<file path="config.mk">
export PLATFORM = sky130hd
export DESIGN_NAME = debug_uart_tx_fifo
export DESIGN_NICKNAME = d
export VERILOG_FILES = /design/src/rtl/debug_uart_tx_fifo.sv
export SDC_FILE = /design/constraint.sdc
export NUM_CORES = 1
export LEC_CHECK = 0
export CORE_MARGIN = 3
export CORE_UTILIZATION = 54
export DETAILED_ROUTE_END_ITERATION = 7
export PLACE_DENSITY = 0.8
export SLEW_MARGIN = 30
export SYNTH_ARGS = -nofsm -noshare
export SYNTH_HDL_FRONTEND = slang
export SYNTH_SLANG_ARGS = --single-unit
</file>
<file path="constraint.sdc">
create_clock -name clk -period 3.65 [get_ports clk]
set_clock_uncertainty 0.05 [all_clocks]
set_input_delay 0.365 -clock clk [delete_from_list [all_inputs] [get_ports clk]]
set_output_delay 0.365 -clock clk [all_outputs]
set_load 0.01 [all_outputs]
</file>
<file path="src/rtl/debug_uart_tx_fifo.sv">
// Debug UART transmitter with register interface, TX FIFO, programmable bit divider and TX-done irq.
// Optional: define DEBUG_UART_TX_PARITY_EN to insert an even-parity bit (8E1 frame).
module debug_uart_tx_fifo #(
  parameter int CLOCK_MHZ  = 14,
  parameter int BIT_RATE   = 1_000_000,
  parameter int FIFO_DEPTH = 4,
  parameter int DIV_WIDTH  = 12
) (
  input  logic        clk,
  input  logic        rst,
  input  logic [3:0]  addr_in,
  input  logic [31:0] data_in,
  input  logic [1:0]  data_write_n,
  input  logic [1:0]  data_read_n,
  output logic [31:0] data_out,
  output logic        data_ready,
  output logic        uart_txd,
  output logic        tx_busy,
  output logic        irq
);
  localparam int PTR_W = $clog2(FIFO_DEPTH);
  localparam int LVL_W = PTR_W + 1;
  localparam logic [63:0] DIV_FULL = 64'(CLOCK_MHZ) * 64'd1_000_000 / 64'(BIT_RATE);
  localparam logic [DIV_WIDTH-1:0] DIV_RESET = DIV_FULL[DIV_WIDTH-1:0];

  typedef enum logic [2:0] {
    S_IDLE,
    S_START,
    S_DATA,
`ifdef DEBUG_UART_TX_PARITY_EN
    S_PARITY,
`endif
    S_STOP
  } state_t;

  state_t               state_q, state_d;
  logic [DIV_WIDTH-1:0] div_q, div_eff;
  logic [DIV_WIDTH-1:0] cnt_q, cnt_d, reload_q, reload_d;
  logic [2:0]           idx_q, idx_d;
  logic [7:0]           data_q, data_d;
  logic                 txd_q, txd_d;
  logic [7:0]           mem_q [FIFO_DEPTH];
  logic [PTR_W-1:0]     wr_ptr_q, rd_ptr_q;
  logic [LVL_W-1:0]     level_q;
  logic                 overflow_q, irq_en_q;
  logic                 wr_en, push_req, push, pop, empty, full;
  logic                 unused_bits;

  assign wr_en    = data_write_n != 2'b11;
  assign push_req = wr_en && (addr_in[3:2] == 2'd0);
  assign empty    = level_q == '0;
  assign full     = level_q == LVL_W'(FIFO_DEPTH);
  // A push into a full FIFO still fits when the transmitter pops on the same edge.
  assign push     = push_req && (!full || pop);
  assign div_eff  = (div_q == '0) ? DIV_WIDTH'(1) : div_q;

  always_ff @(posedge clk) begin
    if (rst) begin
      wr_ptr_q   <= '0;
      rd_ptr_q   <= '0;
      level_q    <= '0;
      overflow_q <= 1'b0;
      irq_en_q   <= 1'b0;
      div_q      <= DIV_RESET;
    end else begin
      if (push) wr_ptr_q <= wr_ptr_q + PTR_W'(1);
      if (pop)  rd_ptr_q <= rd_ptr_q + PTR_W'(1);
      if (push && !pop)      level_q <= level_q + LVL_W'(1);
      else if (pop && !push) level_q <= level_q - LVL_W'(1);
      if (push_req && !push) overflow_q <= 1'b1;
      if (wr_en && (addr_in[3:2] == 2'd1)) begin
        if (data_in[2]) overflow_q <= 1'b0;
        irq_en_q <= data_in[3];
      end
      if (wr_en && (addr_in[3:2] == 2'd2)) div_q <= data_in[DIV_WIDTH-1:0];
    end
  end

  always_ff @(posedge clk) begin
    if (push) mem_q[wr_ptr_q] <= data_in[7:0];
  end

  always_ff @(posedge clk) begin
    if (rst) begin
      state_q  <= S_IDLE;
      txd_q    <= 1'b1;
      cnt_q    <= '0;
      reload_q <= DIV_WIDTH'(1);
      idx_q    <= '0;
    end else begin
      state_q  <= state_d;
      txd_q    <= txd_d;
      cnt_q    <= cnt_d;
      reload_q <= reload_d;
      idx_q    <= idx_d;
    end
  end

  always_ff @(posedge clk) begin
    data_q <= data_d;
  end

  always_comb begin
    state_d  = state_q;
    cnt_d    = cnt_q;
    reload_d = reload_q;
    idx_d    = idx_q;
    data_d   = data_q;
    txd_d    = txd_q;
    pop      = 1'b0;
    case (state_q)
      S_IDLE: pop = !empty;
      S_START: begin
        if (cnt_q == '0) begin
          state_d = S_DATA;
          txd_d   = data_q[0];
          idx_d   = '0;
          cnt_d   = reload_q - DIV_WIDTH'(1);
        end else begin
          cnt_d = cnt_q - DIV_WIDTH'(1);
        end
      end
      S_DATA: begin
        if (cnt_q == '0) begin
          cnt_d = reload_q - DIV_WIDTH'(1);
          if (idx_q == 3'd7) begin
`ifdef DEBUG_UART_TX_PARITY_EN
            state_d = S_PARITY;
            txd_d   = ^data_q;
`else
            state_d = S_STOP;
            txd_d   = 1'b1;
`endif
          end else begin
            idx_d = idx_q + 3'd1;
            txd_d = data_q[idx_q + 3'd1];
          end
        end else begin
          cnt_d = cnt_q - DIV_WIDTH'(1);
        end
      end
`ifdef DEBUG_UART_TX_PARITY_EN
      S_PARITY: begin
        if (cnt_q == '0) begin
          state_d = S_STOP;
          txd_d   = 1'b1;
          cnt_d   = reload_q - DIV_WIDTH'(1);
        end else begin
          cnt_d = cnt_q - DIV_WIDTH'(1);
        end
      end
`endif
      S_STOP: begin
        if (cnt_q == '0) begin
          if (!empty) pop = 1'b1;
          else        state_d = S_IDLE;
        end else begin
          cnt_d = cnt_q - DIV_WIDTH'(1);
        end
      end
      default: state_d = S_IDLE;
    endcase
    // Frame launch: the divider is sampled only here, so mid-frame writes wait for the next byte.
    if (pop) begin
      state_d  = S_START;
      txd_d    = 1'b0;
      data_d   = mem_q[rd_ptr_q];
      reload_d = div_eff;
      cnt_d    = div_eff - DIV_WIDTH'(1);
    end
  end

  assign uart_txd   = txd_q;
  assign tx_busy    = !empty || (state_q != S_IDLE);
  assign irq        = irq_en_q && !tx_busy;
  assign data_ready = 1'b1;

  always_comb begin
    data_out = '0;
    case (addr_in[3:2])
      2'd1: begin
        data_out[11:4] = 8'(level_q);
        data_out[3:0]  = {irq_en_q, overflow_q, empty, full};
`ifdef DEBUG_UART_TX_PARITY_EN
        data_out[12]   = 1'b1;
`endif
      end
      2'd2: data_out[DIV_WIDTH-1:0] = div_q;
      default: data_out = '0;
    endcase
  end

  assign unused_bits = ^{data_read_n, addr_in[1:0], data_in[31:8]};
endmodule

</file>
# Yosys cells after proc, flatten, opt, wreduce, memory -nomap -nowiden
# Memories as Yosys holds them, arrays and structs flattened. A register that Yosys moved wholly into a read port is not among the register bits.
# Cells that the tools add are included.
[op_classes]
magnitude_cmp = 1
n_bitwise = 1
add_sub_neg = 8
n_mux = 34
reduce_logical = 32
n_eq_ne = 21
[op_table]
columns = ["operator", "count"]
rows = [
  ["$mux W12", 4],
  ["$pmux W12 S2", 2],
  ["$sub A12 B1 Y12 const B", 3],
  ["$mux W3", 10],
  ["$logic_not A12 Y1", 2],
  ["$ne A3 B3 Y1 const B", 6],
  ["$ne A2 B2 Y1 const B", 8],
  ["$mux W1", 13],
  ["$pmux W3 S4", 1],
  ["$reduce_and A6 Y1", 2],
  ["$reduce_bool A3 Y1", 3],
  ["$logic_and A1 B1 Y1", 8],
  ["$add A3 B1 Y3 const B", 2],
  ["$eq A3 B2 Y1 const B", 2],
  ["$eq A3 B3 Y1 const B", 2],
  ["$logic_not A3 Y1", 2],
  ["$pmux W3 S2", 1],
  ["$logic_not A1 Y1", 5],
  ["$add A2 B1 Y2 const B", 2],
  ["$lt A3 B4 Y1 const B", 1],
  ["$pmux W1 S2", 2],
  ["$reduce_and A4 Y1", 1],
  ["$reduce_bool A2 Y1", 2],
  ["$reduce_or A2 Y1", 2],
  ["10 further kinds", 11],
]
[totals]
ram_bits = 32
reg_bits = 52
output_inout_bits = 36
memories = 1
[memory_table]
columns = ["name", "depth", "word_bits", "rd", "rd_clocked_by_memory_dff", "write_ports", "line_no", "rtl"]
rows = [
  ["mem_q", 4, 8, 1, 1, 1, "42", "logic [7:0] mem_q [FIFO_DEPTH];"],
]

# Logic depth before layout (Yosys ltp)
# Gate-level depths: netlist (run 1).
[depth]
depth_word = 11
mapped_depth = 13

# Least setup slack after synthesis (run 1)
# OpenSTA, ideal clock, no wires.
[synth_timing]
path_type = "reg-to-reg"
from = "register state_q[0]"
to = "register level_q[2]"
setup_ns = 0.070
t_required_ns = 3.530
stages_incl_launch_ff = 12
n_path_buf = 1
arrival_ns = 2.700
synth_period_minus_slack_ns = 2.820
path_slack_ns = 0.830
path_cell_list = "dfxtp_1 > ha_1 > clkbuf_1 > nor2b_1 > nand4_1 > a31oi_1 > ha_1 > inv_1 > fa_1 > xor2_1 > or3_1 > a21oi_1"
[synth_via]
elab_chain_len = 7
[synth_lines]
columns = ["item", "line_no", "rtl"]
rows = [
  ["from (decl)", "36", "state_t state_q, state_d;"],
  ["from (signal assigned)", "91", "state_q <= state_d;"],
  ["$eq A3 B2 Y1 or $logic_not A3 Y1 (tied branches)", "111", "case (state_q)"],
  ["$pmux W1 S2 *", "111", ""],
  ["$logic_or A1 B1 Y1 *", "54", "assign push = push_req && (!full || pop);"],
  ["$logic_and A1 B1 Y1 *", "54", ""],
  ["net push", "46", "logic wr_en, push_req, push, pop, empty, full;"],
  ["$logic_not A1 Y1", "69", "else if (pop && !push) level_q <= level_q - LVL_W'(1);"],
  ["$logic_and A1 B1 Y1", "69", ""],
  ["$reduce_bool A2 Y1 (no line)", "-", ""],
  ["to (signal assigned)", "68", "if (push && !pop) level_q <= level_q + LVL_W'(1);"],
  ["to (signal assigned)", "69", ""],
  ["to (decl)", "44", "logic [LVL_W-1:0] level_q;"],
]
# Mark *: on every way through the listed nets, which the timed path passes. The rest lies on a longest branch.
# A chain may end at the register's enable or synchronous reset.

# Worst setup path after layout (run 1)
[layout_timing]
from = "register cnt_q[0]"
to = "register level_q[2]"
[layout_via]
elab_chain_len = 8
[layout_lines]
columns = ["item", "line_no", "rtl"]
rows = [
  ["from (decl)", "38", "logic [DIV_WIDTH-1:0] cnt_q, cnt_d, reload_q, reload_d;"],
  ["from (signal assigned)", "93", "cnt_q <= cnt_d;"],
  ["$logic_not A12 Y1 *", "154", "if (cnt_q == '0) begin"],
  ["$mux W1 *", "154", ""],
  ["$pmux W1 S2 *", "111", ""],
  ["$logic_or A1 B1 Y1 *", "54", ""],
  ["$logic_and A1 B1 Y1 *", "54", ""],
  ["net push", "46", ""],
  ["$logic_not A1 Y1", "69", ""],
  ["$logic_and A1 B1 Y1", "69", ""],
  ["$reduce_bool A2 Y1 (no line)", "-", ""],
]
# Marked as above.

==> results of run 1 <==
==> metrics by stage <==
step,area [um2],hold slack [ns],power (mW),setup WS (ns),cells
finish,5510,0.427,3.82,0.637,641
global placement,5300,0.417,3.02,0.755,626
global route,5510,0.451,4.07,0.423,641
detailed placement,5300,0.426,3.08,0.653,626
floorplan,5120,0.395,2.73,0.830,533
CTS,5510,0.438,3.82,0.616,641
==> worst max-delay path by stage <==
stage	from	endpoint	slack (ns)
3_5_place_dp	cnt_q[2]$_SDFFE_PP0P_	level_q[2]$_SDFFE_PP0P_	0.65
5_1_grt	state_q[0]$_SDFFE_PP0P_	level_q[2]$_SDFFE_PP0P_	0.42
2_1_floorplan	state_q[0]$_SDFFE_PP0P_	level_q[2]$_SDFFE_PP0P_	0.83
4_1_cts	cnt_q[0]$_SDFFE_PP0P_	level_q[2]$_SDFFE_PP0P_	0.62
3_3_place_gp	cnt_q[0]$_SDFFE_PP0P_	level_q[2]$_SDFFE_PP0P_	0.76
6_report	cnt_q[0]$_SDFFE_PP0P_	level_q[2]$_SDFFE_PP0P_	0.64
==> cell usage in the layout, fill, tap and decap left out, types with 10 or more instances in the layout <==
cell type / count
a21oi_1: 39
a22oi_1: 11
and2_1: 11
clkdlybuf4s50_1: 31
conb_1: 21
dfxtp_1: 51
edfxtp_1: 40
ha_1: 18
inv_1: 19
mux4_2: 10
nand2_1: 68
nand3_1: 11
nor2_1: 20
nor3_1: 16
o21ai_0: 12
==> routing by layer <==
metal	wire [um]	track usage, %
met5	0	0
met4	160	8.07
met3	542	3.79
met2	5060	34.8
met1	4900	29.8
==> area by class of cell <==
type / instances / area, um2
Sequential cell: 91 / 2220
Fill cell: 721 / 3380
Timing Repair Buffer: 37 / 355
Clock buffer: 10 / 128
Multi-Input combinational cell: 370 / 2510
Tap cell: 108 / 135
Inverter: 20 / 75.1
Clock inverter: 5 / 85.1
==> power by group <==
| group | internal (mW) | leakage, nW | switching (mW) | total (mW) |
|---|---|---|---|---|
| logic | 0.668 | 1.08 | 0.971 | 1.64 |
| clock network | 0.387 | 0.103 | 0.356 | 0.743 |
| registers | 1.25 | 0.782 | 0.186 | 1.43 |
==> worst register-to-register path, delay by kind of cell, from the launching register on <==
family          cells  cell delay, ns
simple gates        3            0.86
fa+ha+maj           3            0.78
compound gates      2            0.41
xor+xnor            1            0.17
buf+inv             3            0.35
flops               1            0.33
==> state kept, by name, indices dropped and copies added, names as in the netlist <==
name / count
idx_q: 3
mem_q: 32
uart_txd: 1
state_q: 2
overflow_q: 1
reload_q: 12
wr_ptr_q: 2
rd_ptr_q: 2
div_q: 12
data_q: 8
irq_en_q: 1
level_q: 3
cnt_q: 12
==> cells by family after synthesis <==
group	after synthesis
simple gates	186
compound gates	112
flops	91
buf+inv	72
fa+ha+maj	19
xor+xnor	16
mux	16
other cells	2
==> results.py, run 1 <==
metrics = {
    "global_routing": {
        "track_usage_pct": 21.8,
        "grt_pass1_vias": 3650,
        "grt_remaining_overflow": 0,
        "grt_pass1_wl_mm": 17.9,
        "grt_max_degree": 55,
        "antenna_found_initial": 0,
    },
    "synthesis": {
        "synth_top_family_by_area": "simple AND/OR/NAND/NOR gates",
        "synthDistinctLibCells": 66,
        "post-synth-top-count-cell": "nand2_1",
        "synth-compound-area-share_pct": 15.2,
        "avgSynthCellArea_um2": 9.82,
        "yosys.area_share.xor_xnor_pct": 2.78,
        "synthCells": 514,
        "ys_seq_area_share_pct": 44.0,
        "synth_flop_cell": "dfxtp_1",
        "synth_common_cells": "nand2_1, dfxtp_1, edfxtp_1",
        "yosysWarnings": 0,
        "syn_area_mm2": 0.00505,
        "synth.top_cells.by_area": "edfxtp_1, dfxtp_1, nand2_1",
        "synth.area.mux_share_pct": 5.65,
        "synth_top_area_cell": "edfxtp_1",
        "async_flop_share_pct": 0,
        "yosys.area_share.simple_pct": 19.7,
        "synth_seq_cells": 91,
        "synth-edff-count": 40,
        "yosysTopAreaCellShare_pct": 23.8,
        "synth-adder-area-share_pct": 4.86,
    },
    "drt": {
        "routedWlPerCell_um": 16.6,
        "vias": 3727,
        "wl_mm": 10.7,
        "dr.first_iter.drc_count": 273,
        "first_pass_iters": 5,
        "ant_nets": 0,
        "avgViaCountPerCell": 5.81,
        "drc": 0,
    },
    "setup_path": {
        "path_buf_inv": 3,
        "r2r_cells": 12,
        "r2r_setup_slack_ns": 0.64,
        "rr_startpoint": "cnt_q[0]$_SDFFE_PP0P_",
        "timing.critical_path.depth": 12,
        "required_ns": 3.89,
        "crit_family": "simple AND/OR/NAND/NOR gates",
        "crit_slowest_cell": "fa_1",
        "crit_chain": "inv_1, ha_1, nor3b_1, nand4_1, a31oi_1, buf_4, ha_1, inv_1, fa_1, xor2_1, or3_1, a21oi_1",
        "crit_fanout": 7,
        "crit_arrival_ns": 3.25,
        "r2r_end": "level_q[2]$_SDFFE_PP0P_",
        "timing_worst_setup_path_type": "reg2reg",
        "worst_setup_path_end_kind": "flop",
        "critPathMaxStageDelay_ns": 0.37,
        "cp-start-kind": "flop",
    },
    "sta": {
        "setup_viol": 0,
        "maxSlewViolCount": 0,
        "slew_headroom_pct": 51.9,
        "finalCritPeriodShare_pct": 82.6,
        "rsz0062_at_grt": "no",
        "tightest_slew_ns": 0.715,
        "timing.fmax_mhz": 332,
        "setup-tns-final_ns": 0,
        "hold_viol": 0,
        "post-route-min-period_ns": 3.01,
    },
    "worst_hold_path": {
        "min-delay-start": "rst",
        "hold_class": "in2reg",
        "holdPathStages": 2,
        "whs_endpoint": "idx_q[2]$_SDFFE_PP0P_",
    },
    "clocking": {
        "clk_transition_reported_paths_ns": 0.09,
        "htree_levels": 3,
        "cts_setup_buffers": 0,
        "clock_sinks": 91,
        "clkLatencyLatePin_ns": 0.36,
        "ctsHoldBuffers": 0,
        "cts_tree": "done",
        "clockRootBuffer": "clkbuf_8",
        "cts_buffer_depth": 2,
        "cts_resized": 0,
        "cts_buffers": 9,
    },
    "pwr": {
        "powerDensity_mw_per_mm2": 692,
        "vdd_drop_max_uv": 426,
        "leakage_nw": 1.96,
    },
    "floorplanning": {
        "core_mm2": 0.00889,
        "die_w_um": 103,
        "ios": 78,
        "die-area_mm2": 0.0105,
        "placementRows": 34,
        "initial_core_util_pct": 56.8,
        "die_h_um": 103,
    },
    "placed_design": {
        "place_congestion": 0.846,
        "place.port_buffers": 32,
        "dp_hpwl_mm": 7.70,
    },
    "outcome": {
        "status": "finished, final reports clean",
    },
    "finish": {
        "insertedDiodeCount": 0,
        "finalNetCount": 590,
        "final_core_util_pct": 62.0,
        "area_delta_synth_final_pct": 9.19,
        "drive_gt1_share_pct": 9.94,
    },
    "run": {
        "drv_cap": 0,
    },
}
Power figures use the tool's default switching activity.
==> inputs of run 2 (changes only) <==
Clock period 3.65 ns to 2.88 ns, I/O delays scaled along.
==> results.py, run 2 (same netlist as run 1, synthesis figures left out) <==
metrics = {
    "outcome": {
        "status": "finished, final reports clean",
    },
    "global_routing": {
        "grt_remaining_overflow": 0,
        "grt_max_degree": 55,
        "grt_pass1_vias": 3770,
        "grt_pass1_wl_mm": 18.8,
        "track_usage_pct": 23.0,
        "antenna_found_initial": 0,
    },
    "clocking": {
        "clk_transition_reported_paths_ns": 0.10,
        "cts_buffer_depth": 2,
        "htree_levels": 3,
        "cts_buffers": 9,
        "clockRootBuffer": "clkbuf_8",
        "clock_sinks": 91,
        "clkLatencyLatePin_ns": 0.37,
        "ctsHoldBuffers": 0,
        "cts_tree": "done",
    },
    "drt": {
        "vias": 4039,
        "drc": 0,
        "ant_nets": 0,
        "avgViaCountPerCell": 6.12,
        "dr.first_iter.drc_count": 325,
        "wl_mm": 11.6,
        "first_pass_iters": 5,
        "routedWlPerCell_um": 17.6,
    },
    "finish": {
        "multi_input_area_mm2": 0.00257,
        "insertedDiodeCount": 0,
        "finalNetCount": 608,
        "area_delta_synth_final_pct": 12.9,
        "regArea_mm2": 0.00223,
        "regMostFlops": "mem_q",
        "final_common_cell": "nand2_1",
        "largest_reg_flops": 32,
        "final_cell_mix": "nand2_1, dfxtp_1, edfxtp_1",
        "fillCellCount": 676,
        "drive_gt1_share_pct": 15.8,
    },
    "setup_path": {
        "worst_setup_path_end_kind": "flop",
        "crit_arrival_ns": 3.09,
        "crit_fanout": 4,
        "timing_worst_setup_path_type": "reg2reg",
        "cp-start-kind": "flop",
        "required_ns": 3.14,
    },
    "sta": {
        "setup_viol": 0,
        "maxSlewViolCount": 0,
        "hold_viol": 0,
        "timing.fmax_mhz": 353,
        "slew_headroom_pct": 52.5,
        "post-route-min-period_ns": 2.83,
        "setup-tns-final_ns": 0,
        "tightest_slew_ns": 0.707,
        "finalCritPeriodShare_pct": 98.3,
        "finalHoldWorstSlack_ns": 0.345,
    },
    "run": {
        "drv_cap": 0,
    },
    "pwr": {
        "vdd_drop_max_uv": 509,
        "powerDensity_mw_per_mm2": 874,
        "leakage_nw": 2.06,
    },
    "floorplanning": {
        "die_h_um": 103,
        "die-area_mm2": 0.0105,
        "die_w_um": 103,
        "initial_core_util_pct": 56.8,
        "ios": 78,
        "placementRows": 34,
        "core_mm2": 0.00889,
    },
    "placed_design": {
        "place_congestion": 0.858,
        "place.port_buffers": 32,
        "dp_hpwl_mm": 8.18,
    },
    "worst_hold_path": {
        "hold_class": "in2reg",
    },
}
==> run 2: changes by cell type in the layout (fill, tap and decap cells not counted), moves of 3 or more <==
cell | before | now
ha_1 | 18 | 15
inv_1 | 19 | 15
buf_4 | 6 | 24
dfxtp_1 | 51 | 48
inv_2 | 1 | 5
==> run 2: per-layer routing <==
metal  wire length [um]  track usage [%]  vias up
li1                   -                -     1885
met1               4890             30.7     1949
met2               5740             38.5      176
met3                731             3.38       29
met4                269             7.67        0
met5                  0                0        -
==> run 2: critical path, stage by stage, from the launching register on <==
cell,delay [ns]
dfxtp_1,0.35
inv_2,0.10
ha_4,0.16
nor3b_4,0.19
nand4_1,0.25
a31oi_2,0.31
ha_2,0.23
inv_1,0.06
fa_2,0.35
xor2_1,0.18
or3_1,0.39
a21oi_2,0.16
==> run 2: area by class of cell <==
cell class / count / share of cell area [%]
clock buffer: 9 / 2.17
sequential: 91 / 39.1
clock inverter: 7 / 1.29
tap: 108 / 2.37
multi-input combinational: 370 / 45.1
inverter: 20 / 1.32
timing repair buffer: 55 / 8.60
==> run 2: report_power, final <==
part | internal [mW] | switching (mW) | total, mW
registers | 1.59 | 0.242 | 1.83
logic | 0.967 | 1.32 | 2.29
clock network | 0.346 | 0.520 | 0.866
total | 2.90 | 2.09 | 4.98
==> run 2: through the flow <==
stage / cell area, um2 / utilization, % / instances / power [mW] / setup slack [ns]
5_1_grt: 5700 / 64.1 / 660 / 5.29 / -0.0506
2_1_floorplan: 5120 / - / 533 / 3.46 / 0.0600
6_report: 5700 / 64.1 / 660 / 4.98 / 0.0476
4_1_cts: 5610 / 63.1 / 656 / 4.83 / 0.0246
3_5_place_dp: 5400 / 60.7 / 639 / 3.96 / -0.00571
3_3_place_gp: 5400 / 60.7 / 639 / 3.87 / 0.133
==> run 2: what timing repair did <==
| action | CTS | global route |
|---|---|---|
| endpoints found under the setup margin | 1 | 2 |
| resized for setup | 2 | 16 |
| setup buffers | 1 | 4 |
| pin swaps | 2 | 4 |
==> run 2: path summary, 6_finish.rpt <==
check                                          startpoint                         to  slack [ns]  cells after the start
worst max-delay path                cnt_q[0]$_SDFFE_PP0P_    level_q[2]$_SDFFE_PP0P_        0.05                     11
worst max register to register      cnt_q[0]$_SDFFE_PP0P_    level_q[2]$_SDFFE_PP0P_        0.05                     11
worst min-delay path                                  rst      idx_q[2]$_SDFFE_PP0P_        0.34                      2
worst min register to register  reload_q[11]$_SDFFE_PP0P_  reload_q[11]$_SDFFE_PP0P_        0.43                      2
==> inputs of run 3 (changes only) <==
Settings changed: ABC_CLOCK_PERIOD_IN_PS set to 2880.
==> results of run 3 <==
Final layout, timing and power as in run 2 (identical DEF).
